[src/rtl/hawk_axird_arb.sv]
// Two-master AXI read arbiter: m0 (Hawk) has fixed priority with a starvation
// guard for m1 (CPU stall path); R beats are steered by an in-order route FIFO.
`timescale 1ns/1ps
module hawk_axird_arb #(
  parameter int ID_W   = 6,
  parameter int ADDR_W = 64,
  parameter int DATA_W = 512,
  parameter int OUTST  = 4
) (
  input  logic              clk,
  input  logic              rst,
  input  logic [ID_W-1:0]   m0_arid,
  input  logic [ADDR_W-1:0] m0_araddr,
  input  logic [7:0]        m0_arlen,
  input  logic [2:0]        m0_arsize,
  input  logic [1:0]        m0_arburst,
  input  logic [2:0]        m0_arprot,
  input  logic              m0_arvalid,
  output logic              m0_arready,
  input  logic [ID_W-1:0]   m1_arid,
  input  logic [ADDR_W-1:0] m1_araddr,
  input  logic [7:0]        m1_arlen,
  input  logic [2:0]        m1_arsize,
  input  logic [1:0]        m1_arburst,
  input  logic [2:0]        m1_arprot,
  input  logic              m1_arvalid,
  output logic              m1_arready,
  output logic [ID_W-1:0]   m0_rid,
  output logic [DATA_W-1:0] m0_rdata,
  output logic [1:0]        m0_rresp,
  output logic              m0_rlast,
  output logic              m0_rvalid,
  input  logic              m0_rready,
  output logic [ID_W-1:0]   m1_rid,
  output logic [DATA_W-1:0] m1_rdata,
  output logic [1:0]        m1_rresp,
  output logic              m1_rlast,
  output logic              m1_rvalid,
  input  logic              m1_rready,
  output logic [ID_W-1:0]   out_arid,
  output logic [ADDR_W-1:0] out_araddr,
  output logic [7:0]        out_arlen,
  output logic [2:0]        out_arsize,
  output logic [1:0]        out_arburst,
  output logic [2:0]        out_arprot,
  output logic              out_arvalid,
  input  logic              out_arready,
  input  logic [ID_W-1:0]   out_rid,
  input  logic [DATA_W-1:0] out_rdata,
  input  logic [1:0]        out_rresp,
  input  logic              out_rlast,
  input  logic              out_rvalid,
  output logic              out_rready
);

  localparam int PW = (OUTST > 1) ? $clog2(OUTST) : 1;
  localparam int CW = $clog2(OUTST + 1);
  localparam logic [CW-1:0] FULL_CNT = CW'(OUTST);

  logic [2:0]       starve_q, starve_d;
  logic [PW-1:0]    wr_ptr_q, rd_ptr_q;
  logic [CW-1:0]    count_q;
  logic [OUTST-1:0] route_q;
  logic             win1, full, empty, load, pop, head;

  always_comb begin
    win1       = m1_arvalid & (!m0_arvalid | (starve_q == 3'd3));
    full       = (count_q == FULL_CNT);
    empty      = (count_q == '0);
    // rst gates load so no arready is offered while the block is held in reset
    load       = (!out_arvalid | out_arready) & !full & (m0_arvalid | m1_arvalid) & !rst;
    m0_arready = load & !win1;
    m1_arready = load & win1;
    head       = route_q[rd_ptr_q];
    out_rready = !empty & (head ? m1_rready : m0_rready);
    m0_rvalid  = !empty & !head & out_rvalid;
    m1_rvalid  = !empty & head & out_rvalid;
    pop        = out_rvalid & out_rready & out_rlast;
  end

  always_comb begin
    starve_d = starve_q;
    if (!m1_arvalid)
      starve_d = '0;
    else if (load)
      starve_d = win1 ? 3'd0 : starve_q + 3'd1;
  end

  assign m0_rid   = out_rid;
  assign m0_rdata = out_rdata;
  assign m0_rresp = out_rresp;
  assign m0_rlast = out_rlast;
  assign m1_rid   = out_rid;
  assign m1_rdata = out_rdata;
  assign m1_rresp = out_rresp;
  assign m1_rlast = out_rlast;

  always_ff @(posedge clk or posedge rst) begin
    if (rst) begin
      out_arvalid <= 1'b0;
      out_arid    <= '0;
      out_araddr  <= '0;
      out_arlen   <= '0;
      out_arsize  <= '0;
      out_arburst <= '0;
      out_arprot  <= '0;
    end else if (load) begin
      out_arvalid <= 1'b1;
      out_arid    <= win1 ? m1_arid    : m0_arid;
      out_araddr  <= win1 ? m1_araddr  : m0_araddr;
      out_arlen   <= win1 ? m1_arlen   : m0_arlen;
      out_arsize  <= win1 ? m1_arsize  : m0_arsize;
      out_arburst <= win1 ? m1_arburst : m0_arburst;
      out_arprot  <= win1 ? m1_arprot  : m0_arprot;
    end else if (out_arready) begin
      out_arvalid <= 1'b0;
    end
  end

  always_ff @(posedge clk or posedge rst) begin
    if (rst) begin
      starve_q <= '0;
      wr_ptr_q <= '0;
      rd_ptr_q <= '0;
      count_q  <= '0;
      route_q  <= '0;
    end else begin
      starve_q <= starve_d;
      if (load) begin
        route_q[wr_ptr_q] <= win1;
        wr_ptr_q          <= wr_ptr_q + PW'(1);
      end
      if (pop)
        rd_ptr_q <= rd_ptr_q + PW'(1);
      case ({load, pop})
        2'b10:   count_q <= count_q + CW'(1);
        2'b01:   count_q <= count_q - CW'(1);
        default: count_q <= count_q;
      endcase
    end
  end

endmodule

[config.mk]
export PLATFORM = sky130hd
export DESIGN_NAME = hawk_axird_arb
export DESIGN_NICKNAME = d
export VERILOG_FILES = /design/src/rtl/hawk_axird_arb.sv
export SDC_FILE = /design/constraint.sdc
export NUM_CORES = 1
export LEC_CHECK = 0
export BUFFER_PORTS_ARGS = -buffer_cell sky130_fd_sc_hd__buf_2
export CAP_MARGIN = 25
export CORE_AREA = 4 4 719 721
export DETAILED_ROUTE_END_ITERATION = 6
export DIE_AREA = 0 0 723 725
export MAX_ROUTING_LAYER = met4
export PLACE_DENSITY = 0.3
export SKIP_LAST_GASP = 1
export SYNTH_ARGS = -nofsm -noshare
export SYNTH_HDL_FRONTEND = slang
export SYNTH_SLANG_ARGS = --single-unit
[constraint.sdc]
create_clock -name clk -period 8.53 [get_ports clk]
set_clock_uncertainty 0.1 [all_clocks]
set_input_delay 0.4265 -clock clk [delete_from_list [all_inputs] [get_ports clk]]
set_output_delay 0.4265 -clock clk [all_outputs]
set_load 0.01 [all_outputs]
==> results.md, run 1 <==
- Nets: 1344
- DP Wirelength: 341 mm
- Ys Warns: 0
- Vias: 7917
- Worst IR Drop VDD: 0.0828 mV
- Initial DRC count: 741
- Core area: 511000 sq um
- Initial antenna violation count: 23
- Async SR Flop Fraction: 1.00
- Postcts setup bufs: 0
- Starting density of the core: 0.0244
- CP peak stage delay: 0.70 ns
- Reg area: 2530 sq um
- Syn_nets: 2132
- Post-synthesis sequential area ratio: 0.203
- Slowest CP cell: buf_4
- CP endpoint kind: output port
- Worst hold path type: primary input to register
- EDFF count, synth: 0
- CTS Buffer Depth: 2
- Static leakage: 3.18 nW
- Max-Cap Viols: 0
- Routed WL per cell: 48.3 microns
- Crit path cell chain: ha_1, ha_1, nand2b_1, and2_4, buf_4, nor2b_1, buf_2
- Largest net degree at the start of global routing: 69
- Area growth syn-to-layout: 18.1%
- ANT nets after route: 0
- Syn Std Cell Area: 12500 sq um
- Post-CTS resize count: 0
- Worst-path fanout max: 68
- Multi-input logic area: 1910 sq um
- Routed WL: 358 mm
- Number of global-route vias before repair: 7394
- Setup TNS: 0 ns
- Outcome: finished, final reports clean
- FF+latch count, synth: 101
- Final min period: 3.33 ns
- Setup violators final: 0
- First-pass GRT wire length: 380 mm
- Main synth FF type: dfrtp_1
- Die span in x: 723 microns
- Crit path buf inv count: 2
- WP data required: 8.00 ns
- Fill count: 61186
- Slew margin rel.: 0.329
- Most frequent CP cell: ha_1
- Die H: 725 microns
- Share of cells above drive strength 1: 0.478
- Post-Syn Area per Cell: 8.75 sq um
- Final hold viol count: 0
- Top Family by Delay on Critical Path: buffers and inverters
- Clock transition at the registers of the reported paths: 0.12 ns
- Row count: 263
- Io pins: 1835
- CTS root buf: clkbuf_16
- TritonCTS clock tree: yes
- Crit Path Class: register to output port
- RSZ-0062 raised after global routing: no
- Placed Instance Area: 14300 sq um
- Worst Path Arrival: 2.81 ns
- H-tree depth: 3
- Vias per cell: 1.07
- Worst-Margin Slew: 1.01 ns
- Pins Over Slew Limit: 0
- P per Cell Area: 194 nW/um^2
- Clock latency at the later pin of the worst-skew pair: 0.41 ns
- Critical Path Start Type: register
- TritonCTS buffer count: 9
- Commonest non-fill, non-tap cell in the layout: buf_2
- DRC viols: 0
- Final Wtd Congestion: 0.677
- Grt total ovfl: 0
- CTS sink cnt: 101
- DRT Pass-1 Iters: 5
- Tcrit/Tclk final: 0.391
- Design Area, Final: 14700 sq um
- Commonest non-fill, non-tap cells in the layout: buf_2, dfrtp_1, a22oi_1, o2bb2ai_1, clkbuf_16
- Cells after Synth: 1423
- GR Util All Layers: 0.135
- Die ar.: 524000 sq um
- Port Buf Inserts: 274
- Fmax: 0.300 GHz
- Synth unique cells: 32
-- registers in the layout, summed over array words and instances (netlist names) --
register and cells:
count_q 3, rd_ptr_q 2, wr_ptr_q 2, out_arsize 3
route_q 4, out_arlen 8, out_arprot 3, out_arvalid 1
starve_q 3, out_araddr 64, out_arburst 2, out_arid 6
-- final cells by class --
| type | count | area share |
|---|---|---|
| clock buffers | 10 | 0.0156 |
| well taps | 6757 | 0.575 |
| inverters | 9 | 0.00281 |
| repair buffers | 281 | 0.0983 |
| clock inverters | 6 | 0.00442 |
| multi-input cells | 233 | 0.130 |
| diodes | 16 | 0.00272 |
| flip-flops and latches | 101 | 0.172 |
-- cells by family after synthesis --
kind of cell / Yosys count / synth area share
adder cells (fa/ha/maj): 8 / 0.00864
buffers and inverters: 1089 / 0.646
multiplexers: 11 / 0.00924
AO/OA/AOI/OAI: 181 / 0.119
AND/OR/NAND/NOR: 28 / 0.0113
XOR/XNOR: 5 / 0.00352
flip-flops: 101 / 0.203
-- per-stage QoR --
step | util | setup WS, ns | cells | hold slack, ns | power, mW
6_report | 0.0288 | 5.20 | 7413 | 0.213 | 2.86
3_3_place_gp | 0.0280 | 5.37 | 7379 | 0.375 | 2.62
3_5_place_dp | 0.0280 | 5.44 | 7379 | 0.373 | 2.63
5_1_grt | 0.0288 | 4.93 | 7411 | 0.185 | 3.08
2_1_floorplan | - | 5.36 | 1423 | 0.379 | 1.71
4_1_cts | 0.0286 | 5.11 | 7396 | 0.153 | 3.16
-- path summary, 6_finish.rpt --
check,from,end,slack (ns),cells past startpoint
worst max-delay path,starve_q[0],m1_arready,5.20,7
min in group asynchronous,rst,out_arvalid,0.64,3
max in group asynchronous,rst,out_arprot[1],6.75,5
worst min register to register,out_araddr[63],out_araddr[63],0.39,1
worst min-delay path,m0_arid[0],out_arid[0],0.21,3
worst max register to register,starve_q[0],out_araddr[54],5.43,7
-- what timing repair did --
item	CTS	global route
hold buffers	1	0
setup endpoints to repair	0	0
hold endpoints to repair	12	0
-- layer usage --
metal | up-vias | wire [microns] | global-route usage
li1 | 2035 | - | -
met5 | - | 0 | -
met3 | 248 | 139000 | 0.240
met4 | 0 | 9400 | 0.0289
met2 | 2300 | 153000 | 0.200
met1 | 3334 | 56900 | 0.0595
-- where the power goes --
group | switching [mW] | internal, mW
Clock | 0.275 | 0.209
Sequential | 0.147 | 0.679
Combinational | 1.21 | 0.335
-- synth_stat cells, types with 2 or more instances --
master	count	area, sq um
xor2_1	3	26.3
o21ai_0	2	10.0
nor2_1	6	22.5
or3_1	3	18.8
inv_1	8	30.0
a21boi_0	3	22.5
ha_1	7	87.6
nand2b_1	2	12.5
nand2_1	8	30.0
o2bb2ai_1	86	753
buf_1	6	22.5
buf_6	4	45.0
mux2_2	4	45.0
buf_4	1042	7820
nor3_1	2	10.0
clkbuf_1	20	75.1
buf_2	8	40.0
xnor2_1	2	17.5
mux2i_1	7	70.1
a22oi_1	86	646
dfrtp_1	101	2530
nor2b_1	3	18.8
-- tightest hold or removal path, stage by stage --
cell and delay [ns]:
buf_2 0.08, a22oi_1 0.07, o2bb2ai_1 0.13
(Power assumes the default switching activity.)
==> run 2: changes to the inputs <==
--- a/config.mk
+++ b/config.mk
@@ -7,9 +7,9 @@
 export LEC_CHECK = 0
 export BUFFER_PORTS_ARGS = -buffer_cell sky130_fd_sc_hd__buf_2
 export CAP_MARGIN = 25
-export CORE_AREA = 4 4 719 721
+export CORE_AREA = 4 4 714 716
 export DETAILED_ROUTE_END_ITERATION = 6
-export DIE_AREA = 0 0 723 725
+export DIE_AREA = 0 0 718 720
 export MAX_ROUTING_LAYER = met4
 export PLACE_DENSITY = 0.3
 export SKIP_LAST_GASP = 1
==> constraint.sdc (replaced) <==
create_clock -name clk -period 3 [get_ports clk]
set_clock_uncertainty 0.1 [all_clocks]
set_input_delay 0.15 -clock clk [delete_from_list [all_inputs] [get_ports clk]]
set_output_delay 0.15 -clock clk [all_outputs]
set_load 0.01 [all_outputs]
==> results.md, run 2 (synthesis gave the netlist of run 1 again) <==
- Core Util, Final: 0.0329
- Hold Slack: 0.151 ns
- Number of global-route vias before repair: 8086
- Critical Path Start Type: register
- Setup violators final: 0
- Port Buf Inserts: 274
- Initial antenna violation count: 21
- Slew margin rel.: 0.455
- Die H: 720 microns
- Starting density of the core: 0.0247
- H-tree depth: 3
- WP data required: 3.19 ns
- Die ar.: 517000 sq um
- DRT Pass-1 Iters: 5
- TritonCTS clock tree: yes
- RSZ-0062 raised after global routing: no
- Share of cells above drive strength 1: 0.387
- Setup TNS: 0 ns
- Tcrit/Tclk final: 0.953
- Grt total ovfl: 0
- Clock transition at the registers of the reported paths: 0.11 ns
- Worst Path Arrival: 3.05 ns
- Sw Pwr: 5.05 mW
- Routed WL per cell: 47.0 microns
- Vias: 8653
- TritonCTS buffer count: 9
- Design Area, Final: 16600 sq um
- Reg2Reg Setup Slack: 0.14 ns
- Final Wtd Congestion: 0.681
- Final min period: 2.86 ns
- CP endpoint kind: register
- Core area: 504000 sq um
- ANT nets after route: 0
- Post-CTS resize count: 0
- Final hold viol count: 0
- CTS root buf: clkbuf_16
- Hold path startpoint: out_arready
- Critical R2R Launch: starve_q[0]
- Initial DRC count: 584
- Max-Cap Viols: 0
- Hold EP: out_arvalid
- Pins Over Slew Limit: 0
- Internal power: 3.75 mW
- Placed Instance Area: 14400 sq um
- Nets: 1534
- Row count: 261
- R2r endpoint: out_araddr[53]
- Worst hold path type: primary input to register
- GR Util All Layers: 0.135
- CTS Buffer Depth: 2
- DP Wirelength: 336 mm
- Clock latency at the later pin of the worst-skew pair: 0.41 ns
- Die span in x: 718 microns
- Routed WL: 355 mm
- Commonest non-fill, non-tap cell in the layout: buf_2
- Register name with the most flops: out_araddr
- Clk network pwr share: 0.166
- Area growth syn-to-layout: 33.1%
- Worst-path fanout max: 62
- Comb pwr share: 0.564
- Io pins: 1835
- Worst r2r path cells: 8
- Worst-Margin Slew: 0.818 ns
- Sequential share of power: 0.270
- Largest net degree at the start of global routing: 87
- DRC viols: 0
- Worst IR Drop VDD: 0.250 mV
- WHS Path Cells: 3
- Fmax: 0.350 GHz
- Sw Ratio: 0.574
- Vias per cell: 1.15
- Commonest non-fill, non-tap cells in the layout: buf_2, dlygate4sd3_1, dfrtp_1
- P per Cell Area: 531 nW/um^2
- First-pass GRT wire length: 377 mm
- Regs by FF count: out_araddr (64), out_arlen (8), out_arid (6)
- Max FFs per register: 64
- Crit Path Class: register to register
- CTS sink cnt: 101
- Static leakage: 3.96 nW
- Outcome: finished, final reports clean
==> run 2: power groups by stage <==
stage / Clock [mW] / Sequential, mW / Combinational, mW
2_1_floorplan: 0 / 2.50 / 2.37
3_3_place_gp: 0 / 2.43 / 5.37
3_5_place_dp: 0 / 2.42 / 5.40
4_1_cts: 1.59 / 2.41 / 5.66
5_1_grt: 1.60 / 2.47 / 5.35
6_report: 1.46 / 2.38 / 4.96
==> run 2: repair_timing <==
action	in CTS	in global routing
hold endpoints to repair	145	0
setup endpoints to repair	0	34
hold buffers	177	0
buffers inserted	0	2
==> run 2: worst max-delay path: stages (launching register included) <==
cell and delay [ns]:
dfrtp_1 0.41, ha_1 0.21, ha_1 0.18, nand2b_1 0.29
and2_4 0.24, buf_12 0.17, a22oi_1 0.31, dlygate4sd3_1 0.59
o2bb2ai_1 0.07
==> run 2: per-layer routing <==
layer | vias to the layer above | global-route usage | share of wire
li1 | 2413 | - | -
met1 | 3678 | 0.0595 | 0.16
met2 | 2324 | 0.197 | 0.42
met3 | 238 | 0.242 | 0.39
met4 | 0 | 0.0319 | 0.029
met5 | - | - | 0
==> run 2: layout make-up <==
| class | count | area, sq um |
|---|---|---|
| fill | 59952 | 487000 |
| antenna | 8 | 20.0 |
| tap | 6706 | 8390 |
| clock inverter | 7 | 91.3 |
| sequential | 101 | 2530 |
| multi-input combinational | 234 | 1920 |
| timing repair buffer | 470 | 3360 |
| clock buffer | 9 | 225 |
| inverter | 9 | 41.3 |
==> run 2: worst max path at each step <==
stage	slack, ns	to	depth (start not counted)	startpoint
floorplan	0.10	count_q[0]	1	rst
global placement	0.51	count_q[2]	11	m1_arvalid
detailed placement	0.55	count_q[2]	10	rd_ptr_q[1]
CTS	0.05	out_araddr[54]	8	starve_q[0]
global route	0.11	out_araddr[56]	8	starve_q[0]
finish	0.14	out_araddr[53]	8	starve_q[0]
==> run 2: per-stage QoR <==
stage / total power, mW / setup slack [ns] / cells
after CTS: 9.66 / 0.0493 / 7533
after detailed placement: 7.82 / 0.549 / 7340
after floorplan: 4.87 / 0.103 / 1423
after global routing: 9.41 / 0.109 / 7540
final: 8.80 / 0.142 / 7544
after global placement: 7.81 / 0.506 / 7340
==> run 3: changes to the inputs <==
==> constraint.sdc (replaced) <==
create_clock -name clk -period 2.4 [get_ports clk]
set_clock_uncertainty 0.1 [all_clocks]
set_input_delay 0.12 -clock clk [delete_from_list [all_inputs] [get_ports clk]]
set_output_delay 0.12 -clock clk [all_outputs]
set_load 0.01 [all_outputs]
==> results.md, run 3 (synthesis gave the netlist of run 1 again) <==
- Outcome: finished, final reports clean
- Grt total ovfl: 0
- Power Total: 11.1 mW
- Largest net degree at the start of global routing: 87
- Share of cells above drive strength 1: 0.409
- Final Wtd Congestion: 0.665
- Launch point of the worst path: starve_q[0]
- RSZ-0062 raised after global routing: yes
- Worst-Margin Slew: 0.854 ns
- Reg2Reg Setup Slack: 0.06 ns
- Setup violators final: 0
- Die H: 720 microns
- Vias per cell: 1.16
- Worst hold path type: primary input to register
- Die ar.: 517000 sq um
- Hold path startpoint: m1_araddr[12]
- Clock latency at the later pin of the worst-skew pair: 0.42 ns
- TritonCTS buffer count: 9
- First-pass GRT wire length: 385 mm
- Regs by FF count: out_araddr (64), out_arlen (8), out_arid (6)
- DP Wirelength: 343 mm
- Io pins: 1835
- Nets: 1541
- CTS Buffer Depth: 2
- Worst Path Arrival: 2.55 ns
- Area growth syn-to-layout: 33.8%
- GR Util All Layers: 0.138
- TritonCTS clock tree: yes
- Static leakage: 4.06 nW
- CP endpoint kind: register
- Met3 usage: 0.248
- DRT Pass-1 Iters: 7
- Row count: 261
- Register name with the most flops: out_araddr
- Met1 Use GR: 0.0602
- Number of global-route vias before repair: 8103
- Port Buf Inserts: 274
- Routed WL per cell: 47.9 microns
- Fmax: 0.427 GHz
- Crit Path Class: register to register
- Final hold viol count: 0
- P per Cell Area: 663 nW/um^2
- Die span in x: 718 microns
- Routed WL: 362 mm
- DRC viols: 0
- Initial DRC count: 576
- Tcrit/Tclk final: 0.975
- Global routing's busiest layer: met3
- Fill count: 59891
- CTS sink cnt: 101
- Vias: 8757
- Slew margin rel.: 0.431
- Starting density of the core: 0.0247
- Critical R2R Launch: starve_q[0]
- Commonest non-fill, non-tap cell in the layout: buf_2
- M2 GR Usage: 0.201
- Pins Over Slew Limit: 0
- Max FFs per register: 64
- WP data required: 2.61 ns
- Worst-path fanout max: 7
- Commonest non-fill, non-tap cells in the layout: buf_2, dlygate4sd3_1, dfrtp_1
- Hold Slack: 0.0341 ns
- Core area: 504000 sq um
- Critical Path Start Type: register
- Initial antenna violation count: 24
- Max-Cap Viols: 0
- CTS root buf: clkbuf_16
- ANT nets after route: 0
- H-tree depth: 3
- Clock transition at the registers of the reported paths: 0.11 ns
- Worst IR Drop VDD: 0.473 mV
- Final min period: 2.34 ns
-- run 3: cell types whose count changed in the layout (fill, tap and decap cells not counted), sizes merged --
| cell | before | now |
|---|---|---|
| clkinv | 5 | 4 |
| clkbuf | 9 | 10 |
| and2 | 2 | 3 |
| clkinvlp | 0 | 1 |
| diode | 8 | 13 |
| dlygate4sd3 | 177 | 170 |
| buf | 293 | 305 |
-- run 3: worst paths after layout --
kind | endpoint | cells past startpoint
setup / recovery | out_araddr[13] | 8
hold / removal | out_araddr[12] | 3
setup reg to reg | out_araddr[13] | 8
hold reg to reg | out_araddr[21] | 1
max in group asynchronous | out_araddr[54] | 4
min in group asynchronous | count_q[0] | 4
-- run 3: what timing repair did --
item / in CTS / in global routing
endpoints found under the hold margin: 188 / 0
resized for setup: 2 / 6
setup buffers: 2 / 5
gates cloned: 2 / 1
pin swaps: 1 / 1
hold buffers: 170 / 0
endpoints found under the setup margin: 2 / 3
-- run 3: report_power, final --
group | total [mW] | switching, mW | internal (mW)
sequential | 2.92 | 0.503 | 2.41
clock | 1.77 | 1.01 | 0.760
combinational | 6.37 | 4.82 | 1.55
-- run 3: worst max-delay path: stages (launching register included) --
cell and delay (ns):
dfrtp_1 0.40, ha_1 0.21, ha_1 0.19, nand2b_4 0.18, and2_4 0.16, buf_4 0.17, a22oi_2 0.18, dlygate4sd3_1 0.56
o2bb2ai_1 0.06
-- run 3: per-stage QoR --
stage | instances | utilization | setup TNS [ns] | setup WS, ns | area [sq um]
2_1_floorplan | 1423 | - | 0 | 0.0202 | 12500
3_3_place_gp | 7347 | 0.0288 | 0 | 0.0542 | 14500
3_5_place_dp | 7347 | 0.0288 | 0 | 0.0830 | 14500
4_1_cts | 7537 | 0.0328 | 0 | 0.0266 | 16500
5_1_grt | 7552 | 0.0331 | -0.0598 | -0.0320 | 16700
6_report | 7556 | 0.0331 | 0 | 0.0606 | 16700
-- run 3: final cells by class --
cell class | count | area (sq um) | share of cell area
diodes | 13 | 32.5 | 0.00195
clock buffers | 9 | 225 | 0.0135
clock inverters | 7 | 88.8 | 0.00533
inverters | 9 | 40.0 | 0.00240
multi-input cells | 235 | 1950 | 0.117
flip-flops and latches | 101 | 2530 | 0.152
well taps | 6706 | 8390 | 0.503
repair buffers | 476 | 3410 | 0.204
-- run 3: metal layers --
| metal | share of wire | vias to the layer above | routed length (microns) |
|---|---|---|---|
| met1 | 0.16 | 3693 | 57200 |
| met3 | 0.39 | 255 | 140000 |
| met2 | 0.42 | 2372 | 153000 |
| met5 | 0 | - | 0 |
| met4 | 0.032 | 0 | 11500 |
| li1 | - | 2437 | - |
